File: src/rtl/mips_pkg.sv
// rtl/mips_pkg.sv - shared MIPS datapath types and constants
//
// Purpose: widths, reset defaults and the fetch->decode bundle used by
// fetch_unit, fetch_skid_buffer and the decode stage.
// Ports: none (package).
package mips_pkg;

  localparam int INSTR_WIDTH = 32;
  localparam int PC_WIDTH = 32;

  // Word index fetched first after reset unless a block overrides it.
  localparam int unsigned DEFAULT_RESET_PC = 0;

  localparam logic [INSTR_WIDTH-1:0] NOP_INSTR = 32'h0000_0000;

  // One fetched instruction together with the word index it came from.
  typedef struct packed {
    logic [INSTR_WIDTH-1:0] instruction;
    logic [PC_WIDTH-1:0]    pc;
  } fetch_bundle;

endpackage

File: src/rtl/fetch_unit_if.sv
// rtl/fetch_unit_if.sv - fetch-to-decode valid/ready handshake
//
// Purpose: carries {instruction, pc} from fetch to decode.
// Signals:
//   out_valid        fetch holds an instruction for decode
//   out_ready        decode accepts this cycle
//   out_instruction  fetched instruction
//   out_pc           word index of out_instruction
// Modports: master (fetch side), slave (decode side).
interface fetch_unit_if #(
  parameter int ADDR_WIDTH = 32
);

  logic                             out_valid;
  logic                             out_ready;
  logic [mips_pkg::INSTR_WIDTH-1:0] out_instruction;
  logic [ADDR_WIDTH-1:0]            out_pc;

  modport master (
    output out_valid,
    output out_instruction,
    output out_pc,
    input  out_ready
  );

  modport slave (
    input  out_valid,
    input  out_instruction,
    input  out_pc,
    output out_ready
  );

endinterface

File: src/rtl/fetch_skid_buffer.sv
// rtl/fetch_skid_buffer.sv - output register plus one-entry skid with flush
//
// Purpose: holds the instruction presented to decode and absorbs the one
// read that is already in flight when decode stalls.
// Ports:
//   clock, reset_n       clock, asynchronous active-low reset
//   flush                discard output and skid entries at this edge
//   in_valid, in_data    returning memory read (never blocked)
//   out_valid, out_ready handshake towards decode
//   out_data             bundle presented to decode
//   skid_valid           skid entry occupied (fetch must not issue)
module fetch_skid_buffer
  import mips_pkg::*;
(
  input  logic        clock,
  input  logic        reset_n,
  input  logic        flush,
  input  logic        in_valid,
  input  fetch_bundle in_data,
  output logic        out_valid,
  input  logic        out_ready,
  output fetch_bundle out_data,
  output logic        skid_valid
);

  fetch_bundle skid_data;

  // The issuer only launches a read when this buffer can take it, so an
  // incoming entry never meets a full skid; in_valid has no back-pressure.
  always_ff @(posedge clock or negedge reset_n) begin
    if (!reset_n) begin
      out_valid  <= 1'b0;
      out_data   <= '{instruction: NOP_INSTR, pc: '0};
      skid_valid <= 1'b0;
      skid_data  <= '{instruction: NOP_INSTR, pc: '0};
    end else if (flush) begin
      out_valid  <= 1'b0;
      skid_valid <= 1'b0;
    end else if (out_valid && out_ready) begin
      // Draining: the older skid entry always goes ahead of new data.
      if (skid_valid) begin
        out_data   <= skid_data;
        skid_valid <= 1'b0;
      end else if (in_valid) begin
        out_data <= in_data;
      end else begin
        out_valid <= 1'b0;
      end
    end else if (!out_valid) begin
      if (in_valid) begin
        out_data  <= in_data;
        out_valid <= 1'b1;
      end
    end else if (in_valid) begin
      skid_data  <= in_data;
      skid_valid <= 1'b1;
    end
  end

endmodule

File: src/rtl/fetch_unit.sv
// rtl/fetch_unit.sv - MIPS instruction fetch: PC, memory address, decode handshake
//
// Purpose: owns the program counter, drives the word address into the
// synchronous instruction memory (data returns one clock later), and hands
// {instruction, pc} to decode. Decode stalls are absorbed by a one-entry
// skid; a redirect squashes everything in flight and fetches the target.
// Optional: FETCH_PERF_COUNT_EN adds perf_fetched / perf_squashed counters.
// Ports:
//   clock, reset_n                     clock, asynchronous active-low reset
//   mem_address                        word index to instruction memory
//   mem_instruction                    read data for the previous address
//   redirect_valid, redirect_target    taken branch/jump and its word index
//   dec (fetch_unit_if.master)         out_valid/out_ready/out_instruction/out_pc
//   perf_fetched, perf_squashed        (FETCH_PERF_COUNT_EN only)
module fetch_unit
  import mips_pkg::*;
#(
  parameter int          ADDR_WIDTH = 32,
  parameter int unsigned MEM_DEPTH  = 64,
  parameter int unsigned RESET_PC   = DEFAULT_RESET_PC
) (
  input  logic                   clock,
  input  logic                   reset_n,
  output logic [ADDR_WIDTH-1:0]  mem_address,
  input  logic [INSTR_WIDTH-1:0] mem_instruction,
  input  logic                   redirect_valid,
  input  logic [ADDR_WIDTH-1:0]  redirect_target,
  fetch_unit_if.master           dec
`ifdef FETCH_PERF_COUNT_EN
  ,
  output logic [31:0]            perf_fetched,
  output logic [31:0]            perf_squashed
`endif
);

  // MEM_DEPTH is a power of two, so wrapping is a mask.
  localparam logic [ADDR_WIDTH-1:0] INDEX_MASK  = ADDR_WIDTH'(MEM_DEPTH - 1);
  localparam logic [ADDR_WIDTH-1:0] RESET_INDEX = ADDR_WIDTH'(RESET_PC) & INDEX_MASK;

  logic [ADDR_WIDTH-1:0] pc;
  logic                  pending;
  logic [ADDR_WIDTH-1:0] pending_pc;
  logic                  skid_valid;
  logic                  redirect;
  logic                  stalled;
  logic                  issue;
  logic [ADDR_WIDTH-1:0] fetch_index;
  fetch_bundle           ret_data;
  fetch_bundle           out_data;

  // Redirect has no effect while reset is held, including on mem_address.
  assign redirect = redirect_valid && reset_n;

  // A read returning now into a held output register lands in the skid;
  // issuing another one this cycle would have nowhere to go.
  assign stalled     = pending && dec.out_valid && !dec.out_ready;
  assign issue       = redirect || (!skid_valid && !stalled);
  assign fetch_index = redirect ? (redirect_target & INDEX_MASK) : pc;
  assign mem_address = fetch_index;

  always_ff @(posedge clock or negedge reset_n) begin
    if (!reset_n) begin
      pc         <= RESET_INDEX;
      pending    <= 1'b0;
      pending_pc <= '0;
    end else begin
      pending <= issue;
      if (issue) begin
        pending_pc <= fetch_index;
        pc         <= (fetch_index + 1'b1) & INDEX_MASK;
      end
    end
  end

  assign ret_data = '{instruction: mem_instruction, pc: PC_WIDTH'(pending_pc)};

  // The read returning during a redirect belongs to the squashed path.
  fetch_skid_buffer u_skid (
    .clock      (clock),
    .reset_n    (reset_n),
    .flush      (redirect),
    .in_valid   (pending && !redirect),
    .in_data    (ret_data),
    .out_valid  (dec.out_valid),
    .out_ready  (dec.out_ready),
    .out_data   (out_data),
    .skid_valid (skid_valid)
  );

  assign dec.out_instruction = out_data.instruction;
  assign dec.out_pc          = ADDR_WIDTH'(out_data.pc);

`ifdef FETCH_PERF_COUNT_EN
  logic [31:0] squash_count;

  assign squash_count = 32'(pending) + 32'(dec.out_valid) + 32'(skid_valid);

  // A handshake in a redirect cycle is still a delivered instruction.
  always_ff @(posedge clock or negedge reset_n) begin
    if (!reset_n) begin
      perf_fetched  <= '0;
      perf_squashed <= '0;
    end else begin
      if (dec.out_valid && dec.out_ready) begin
        perf_fetched <= perf_fetched + 32'd1;
      end
      if (redirect) begin
        perf_squashed <= perf_squashed + squash_count;
      end
    end
  end
`endif

endmodule

File: src/flat_wrapper.sv
// flat-port wrapper written by rule: the top's interface ports become plain ports
module fetch_unit_flat import mips_pkg::*;
#(
  parameter int          ADDR_WIDTH = 32,
  parameter int unsigned MEM_DEPTH  = 64,
  parameter int unsigned RESET_PC   = DEFAULT_RESET_PC
)
  (clock, reset_n, mem_address, mem_instruction, redirect_valid, redirect_target, dec_out_valid, dec_out_instruction, dec_out_pc, dec_out_ready);
  fetch_unit_if #(.ADDR_WIDTH(ADDR_WIDTH)) dec_i ();
  input  logic clock;
  input  logic reset_n;
  output logic [ADDR_WIDTH-1:0] mem_address;
  input  logic [INSTR_WIDTH-1:0] mem_instruction;
  input  logic redirect_valid;
  input  logic [ADDR_WIDTH-1:0] redirect_target;
  output wire logic [$bits(dec_i.out_valid)-1:0] dec_out_valid;
  output wire logic [$bits(dec_i.out_instruction)-1:0] dec_out_instruction;
  output wire logic [$bits(dec_i.out_pc)-1:0] dec_out_pc;
  input wire logic [$bits(dec_i.out_ready)-1:0] dec_out_ready;
  assign dec_out_valid = dec_i.out_valid;
  assign dec_out_instruction = dec_i.out_instruction;
  assign dec_out_pc = dec_i.out_pc;
  assign dec_i.out_ready = dec_out_ready;
  fetch_unit #(.ADDR_WIDTH(ADDR_WIDTH), .MEM_DEPTH(MEM_DEPTH), .RESET_PC(RESET_PC)) u_core (.clock(clock), .reset_n(reset_n), .mem_address(mem_address), .mem_instruction(mem_instruction), .redirect_valid(redirect_valid), .redirect_target(redirect_target), .dec(dec_i));
endmodule
File: config.mk
export PLATFORM = sky130hd
export DESIGN_NAME = fetch_unit_flat
export DESIGN_NICKNAME = d
export VERILOG_FILES = /design/src/rtl/mips_pkg.sv /design/src/rtl/fetch_unit_if.sv /design/src/rtl/fetch_skid_buffer.sv /design/src/rtl/fetch_unit.sv /design/src/flat_wrapper.sv
export SDC_FILE = /design/constraint.sdc
export NUM_CORES = 1
export LEC_CHECK = 0
export CAP_MARGIN = 5
export CORE_ASPECT_RATIO = 0.5
export CORE_MARGIN = 4
export CORE_UTILIZATION = 54
export CTS_CLUSTER_SIZE = 14
export DETAILED_ROUTE_END_ITERATION = 8
export HOLD_SLACK_MARGIN = 0.06
export MAX_ROUTING_LAYER = met4
export PLACE_DENSITY = 0.87
export SLEW_MARGIN = 10
export SYNTH_ARGS = -nofsm -noshare
export SYNTH_HDL_FRONTEND = slang
export SYNTH_HIERARCHICAL = 1
export SYNTH_SLANG_ARGS = --single-unit
File: constraint.sdc
create_clock -name clock -period 2.9 [get_ports clock]
set_input_delay 0.435 -clock clock [delete_from_list [all_inputs] [get_ports clock]]
set_output_delay 0.435 -clock clock [all_outputs]
set_load 0.005 [all_outputs]
Word level (Yosys, flattened, before mapping)
Cells that the tools add are included.
Word-level totals
  register bits after elaboration: 169
  bits in latches: 0
  RAM bits: 0
  bits in read-only memories: 0
  bits of input ports: 68
  logic and storage cells: 47
  memories: 0
Cells by class
  add/sub/neg operators: 1
  multipliers: 0
  divide/modulo/power cells: 0
  magnitude comparators: 0
  equality and inequality tests: 3
  shift-type cells: 0
  mux-type cells: 15
  bitwise gates (word level): 2
  reductions and logical operators: 17
Operators with widths (count)
  64-bit 2-to-1 mux: 4
  1-bit 2-to-1 mux: 10
  6-bit by 1-bit adder with 6-bit output (second input constant): 1
  1-bit logical AND: 6
  6-bit 2-to-1 mux: 1
  3-bit by 2-bit != test with 1-bit output (second input constant): 2
  2-bit AND reduction: 3
  3-bit nonzero test: 2
  1-bit logical NOT: 4
  4-bit AND reduction: 1
  2-bit by 1-bit != test with 1-bit output (second input constant): 1
  1-bit inverter: 2
  1-bit logical OR: 1

Depth between registers and ports, before layout
  depth after elaboration: 7
  mapped depth: 7

Cells and area by module
Netlist, hierarchy kept.
By module, submodules not included
  fetch_skid_buffer: instances 1, cells each 518, area each 5889.4 µm²
  fetch_unit: instances 1, cells each 98, area each 892.1 µm²

Worst setup path after synthesis
No wires, ideal clock.
  path type: input port to flip-flop
  start: input port redirect_valid
  end: register u_core/u_skid/skid_data[33] (netlist bit)
  setup time: 0.125 ns
  data arrival time: 1.687 ns
  path slack: 1.089 ns
  stages on the path: 6
  path through: nand2_4 and2_2 nand2_1 nor3_4 buf_6 mux2_2
Between the ends
  word-level cells in the longest chain between the ends: 4
  elaborated cells between the ends (all ways): 5
Ends and longest elaborated chain
  start, declared: line flat_wrapper.sv:14  | input logic redirect_valid;
  1-bit logical AND *: line fetch_unit.sv:52  | assign redirect = redirect_valid && reset_n;
  1-bit logical NOT: line fetch_unit.sv:82  | .in_valid (pending && !redirect),
  1-bit logical AND: line fetch_unit.sv:82
  4-bit AND reduction (no source line) *
  end signal, assigned: line fetch_skid_buffer.sv:35  | skid_data <= '{instruction: NOP_INSTR, pc: '0};
  end signal, assigned: line fetch_skid_buffer.sv:55  | skid_data <= in_data;
  end, declared: line fetch_skid_buffer.sv:26  | fetch_bundle skid_data;
Mark *: on every way between the ends. The rest lies on a longest branch, timed or not.
A chain may end at the register's enable or synchronous reset.

Worst setup path in the final report
  start: input port reset_n
  end: output port mem_address[1]
Between the ends
  word-level cells in the longest chain between the ends: 2
Ends and longest elaborated chain
  start, declared: line flat_wrapper.sv:11  | input logic reset_n;
  1-bit logical AND: line fetch_unit.sv:52
  net u_core.redirect: line fetch_unit.sv:44  | logic redirect;
  6-bit 2-to-1 mux: line fetch_unit.sv:58  | assign fetch_index = redirect ? (redirect_target & INDEX_MASK) : pc;
  end, declared: line flat_wrapper.sv:12  | output logic [ADDR_WIDTH-1:0] mem_address;
The timed path passes the listed nets, and every way through them passes these cells.

==> flow_metrics.env <==
export IMPL_status="complete, no violations"
export IMPL_die_w_um=166
export IMPL_cts_setup_buffers=0
export IMPL_htree_levels=4
export IMPL_routedWlPerCell_um=17.5
export IMPL_synth_area_leaders="dfrtp_1 53%, mux2_2 9.1%, a22o_1 8.3%"
export IMPL_startpoint_type="input pin"
export IMPL_fin_worst_skew_ns=0.0116
export IMPL_grt_overflow_total=0
export IMPL_crit_slowest_cell="dlygate4sd3_1"
export IMPL_drive_above_1_share_pct=15.7
export IMPL_netlist_instances=616
export IMPL_clk_path_buf_depth=2
export IMPL_p_leak_nw=3.75
export IMPL_dp_cells=903
export IMPL_min_path_type="in2async"
export IMPL_fillCellCount=847
export IMPL_clock_sinks=143
export IMPL_hold_viol_final=0
export IMPL_peakVddDrop_uv=453
export IMPL_antenna_found_initial=0
export IMPL_drtPass1Iterations=6
export IMPL_die_y_um=87.2
export IMPL_finalNetCount=827
export IMPL_antenna_left=0
export IMPL_ios=165
export IMPL_p_int_mw=6.05
export IMPL_antenna_cells=0
export IMPL_syn_area_mm2=0.00678
export IMPL_final_cells=936
export IMPL_design_die_area_mm2=0.0145
export IMPL_cts_root_buffer="clkbuf_16"
export IMPL_grt_usage_pct=23.8
export IMPL_port_buffers=112
export IMPL_critPathMaxFanout=10
export IMPL_cts_buffers=17
export IMPL_grt_pass1_wl_um=27300
export IMPL_relSlewSlack_pct=33.7
export IMPL_core_area_mm2=0.0121
export IMPL_p_seq_share_pct=40.8
export IMPL_netSwitchingFraction_pct=31.7
export IMPL_yosysTopAreaCell="dfrtp_1"
export IMPL_power_density_mw_per_mm2=1030
export IMPL_p_comb_share_pct=35.4
export IMPL_setup_violations=0
export IMPL_timing_fmax_mhz=364
export IMPL_num_vias=5379
export IMPL_final_util_pct=71.5
export IMPL_layout_worst_path_cycle_share_pct=94.9
export IMPL_p_switching_mw=2.81
export IMPL_ys_ff_latch=143
export IMPL_drt_iter0_markers=522
export IMPL_ys_types=36
export IMPL_drv_slew=0
export IMPL_syn2layout_area_growth_pct=27.0
export IMPL_wl_um=16400
export IMPL_path_clk_slew_ns=0.06
export IMPL_seq_area_frac_synth_pct=52.8
export IMPL_crit_buf_inv=4
export IMPL_initial_core_util_pct=56.3
export IMPL_syn_area_per_cell_um2=11.0
export IMPL_cpLargestDelayFamily="buffers and inverters"
export IMPL_cpPeakStageDelay_ns=0.59
export IMPL_cts_tree="done"
export IMPL_crit_chain="dlygate4sd3_1, buf_6, nand2_4, inv_4, mux2_2, clkdlybuf4s50_1"
export IMPL_rsz0062_at_grt="false"
export IMPL_grt_max_degree=82
export IMPL_row_count=28
export IMPL_clock_power_share_pct=23.8
export IMPL_cap_violations=0
export IMPL_vias_per_cell=5.75
export IMPL_dp_hpwl_um=9890
export IMPL_place_congestion=0.848
export IMPL_yosysWarnings=6
export IMPL_crit_path_end_kind="output pin"
export IMPL_tightest_slew_ns=0.994
export IMPL_finalSetupTns_ns=0
export IMPL_post_synth_top_area_fraction_pct=52.8
export IMPL_grt_pass1_vias=5431
export IMPL_cp_data_required_time_ns=2.47
export IMPL_drc=0
export IMPL_layout_min_cycle_time_ns=2.75
export IMPL_clock_latency_ns=0.41
export IMPL_crit_type="in2out"
export IMPL_worstPathArrival_ns=2.32
==> registers in the layout (all words and copies together) (netlist names) <==
name / cells
u_core/pc: 6
u_core/u_skid/skid_valid: 1
u_core/u_skid/out_valid: 1
u_core/u_skid/out_data: 64
u_core/pending: 1
u_core/u_skid/skid_data: 64
u_core/pending_pc: 6
==> per-stage QoR <==
stage | hold slack [ns] | setup WS, ns | power, mW | cell area [um^2]
finish | 0.444 | 0.149 | 8.86 | 8610
global route | 0.421 | 0.116 | 9.38 | 8610
CTS | 0.414 | 0.173 | 8.89 | 8610
detailed placement | 0.225 | 0.327 | 6.74 | 8020
global placement | 0.223 | 0.362 | 6.57 | 8020
floorplan | 0.139 | 1.09 | 5.23 | 7070
==> layer usage <==
| metal | global-route usage, % | vias up | wire, um |
|---|---|---|---|
| met5 | - | - | 0 |
| met2 | 38.0 | 208 | 8160 |
| li1 | - | 2430 | - |
| met1 | 31.0 | 2717 | 7160 |
| met4 | 7.42 | 0 | 195 |
| met3 | 5.21 | 24 | 907 |
==> timing repair <==
item	4_1_cts	5_1_grt
hold buffers	1	0
hold endpoints to repair	1	0
resized for setup	0	0
==> cell usage after synthesis, drive strengths merged <==
library cell,n
dfrtp,143
nand2,77
mux2,69
o21ai,69
nand4,67
a22o,64
buf,52
clkbuf,32
nor2,13
a21oi,6
inv,5
a31oi,2
and3,2
o31ai,2
xnor2,2
a211oi,1
a221o,1
and2,1
and3b,1
and4,1
conb,1
ha,1
mux2i,1
nand3,1
nor3,1
o21a,1
==> cell usage in the layout (no fill, tap or decap), drive strengths merged, types with 2 or more instances in the layout <==
master | Yosys | routed
inv | 5 | 9
a21oi | 6 | 6
a22o | 64 | 64
clkbuf | 32 | 19
nand4 | 67 | 67
a31oi | 2 | 2
nor2 | 13 | 13
xnor2 | 2 | 2
o21ai | 69 | 69
clkinv | 0 | 5
o31ai | 2 | 2
nand2 | 77 | 77
dfrtp | 143 | 143
and3 | 2 | 2
buf | 52 | 19
clkinvlp | 0 | 3
mux2 | 69 | 69
clkdlybuf4s50 | 0 | 110
conb | 1 | 78
==> worst paths after layout <==
check / start / end / slack [ns] / cells after the start
max in group asynchronous: reset_n / u_core/u_skid/out_data[42] / 0.55 / 4
worst max register to register: u_core/u_skid/out_valid / u_core/u_skid/out_data[4] / 1.03 / 3
worst min register to register: u_core/u_skid/skid_data[37] / u_core/u_skid/skid_data[37] / 0.49 / 1
worst min-delay path: reset_n / u_core/pc[4] / 0.44 / 2
worst max-delay path: reset_n / mem_address[1] / 0.15 / 6
min in group clock: u_core/u_skid/skid_data[37] / u_core/u_skid/skid_data[37] / 0.49 / 1
==> power groups by stage <==
stage	Sequential (mW)	Combinational, mW	Clock (mW)
floorplan	3.49	1.74	0
global placement	3.56	3.01	0
detailed placement	3.61	3.13	0
CTS	3.60	3.16	2.13
global route	3.73	3.41	2.24
finish	3.61	3.14	2.11
==> layout make-up <==
class                      count  area (um^2)  share of cell area [%]
sequential                   143         3580                    41.6
timing repair buffer         130         1270                    14.7
clock buffer                  19          453                    5.26
clock inverter                13          128                    1.48
multi-input combinational    461         2960                    34.3
tap                          165          206                    2.40
inverter                       5         21.3                   0.247
==> kinds of logic (layout without fill, tap and decap cells) <==
logic type | Yosys count | count (layout) | share of synthesized area [%]
adder cells (fa/ha/maj) | 1 | 1 | 0.184
other | 1 | 78 | 0.0553
multiplexers | 70 | 70 | 11.8
XOR/XNOR | 2 | 2 | 0.258
flip-flops | 143 | 143 | 52.8
AO/OA/AOI/OAI | 146 | 146 | 14.8
AND/OR/NAND/NOR | 164 | 164 | 12.1
buffers and inverters | 89 | 167 | 8.04
(Power assumes the default switching activity.)
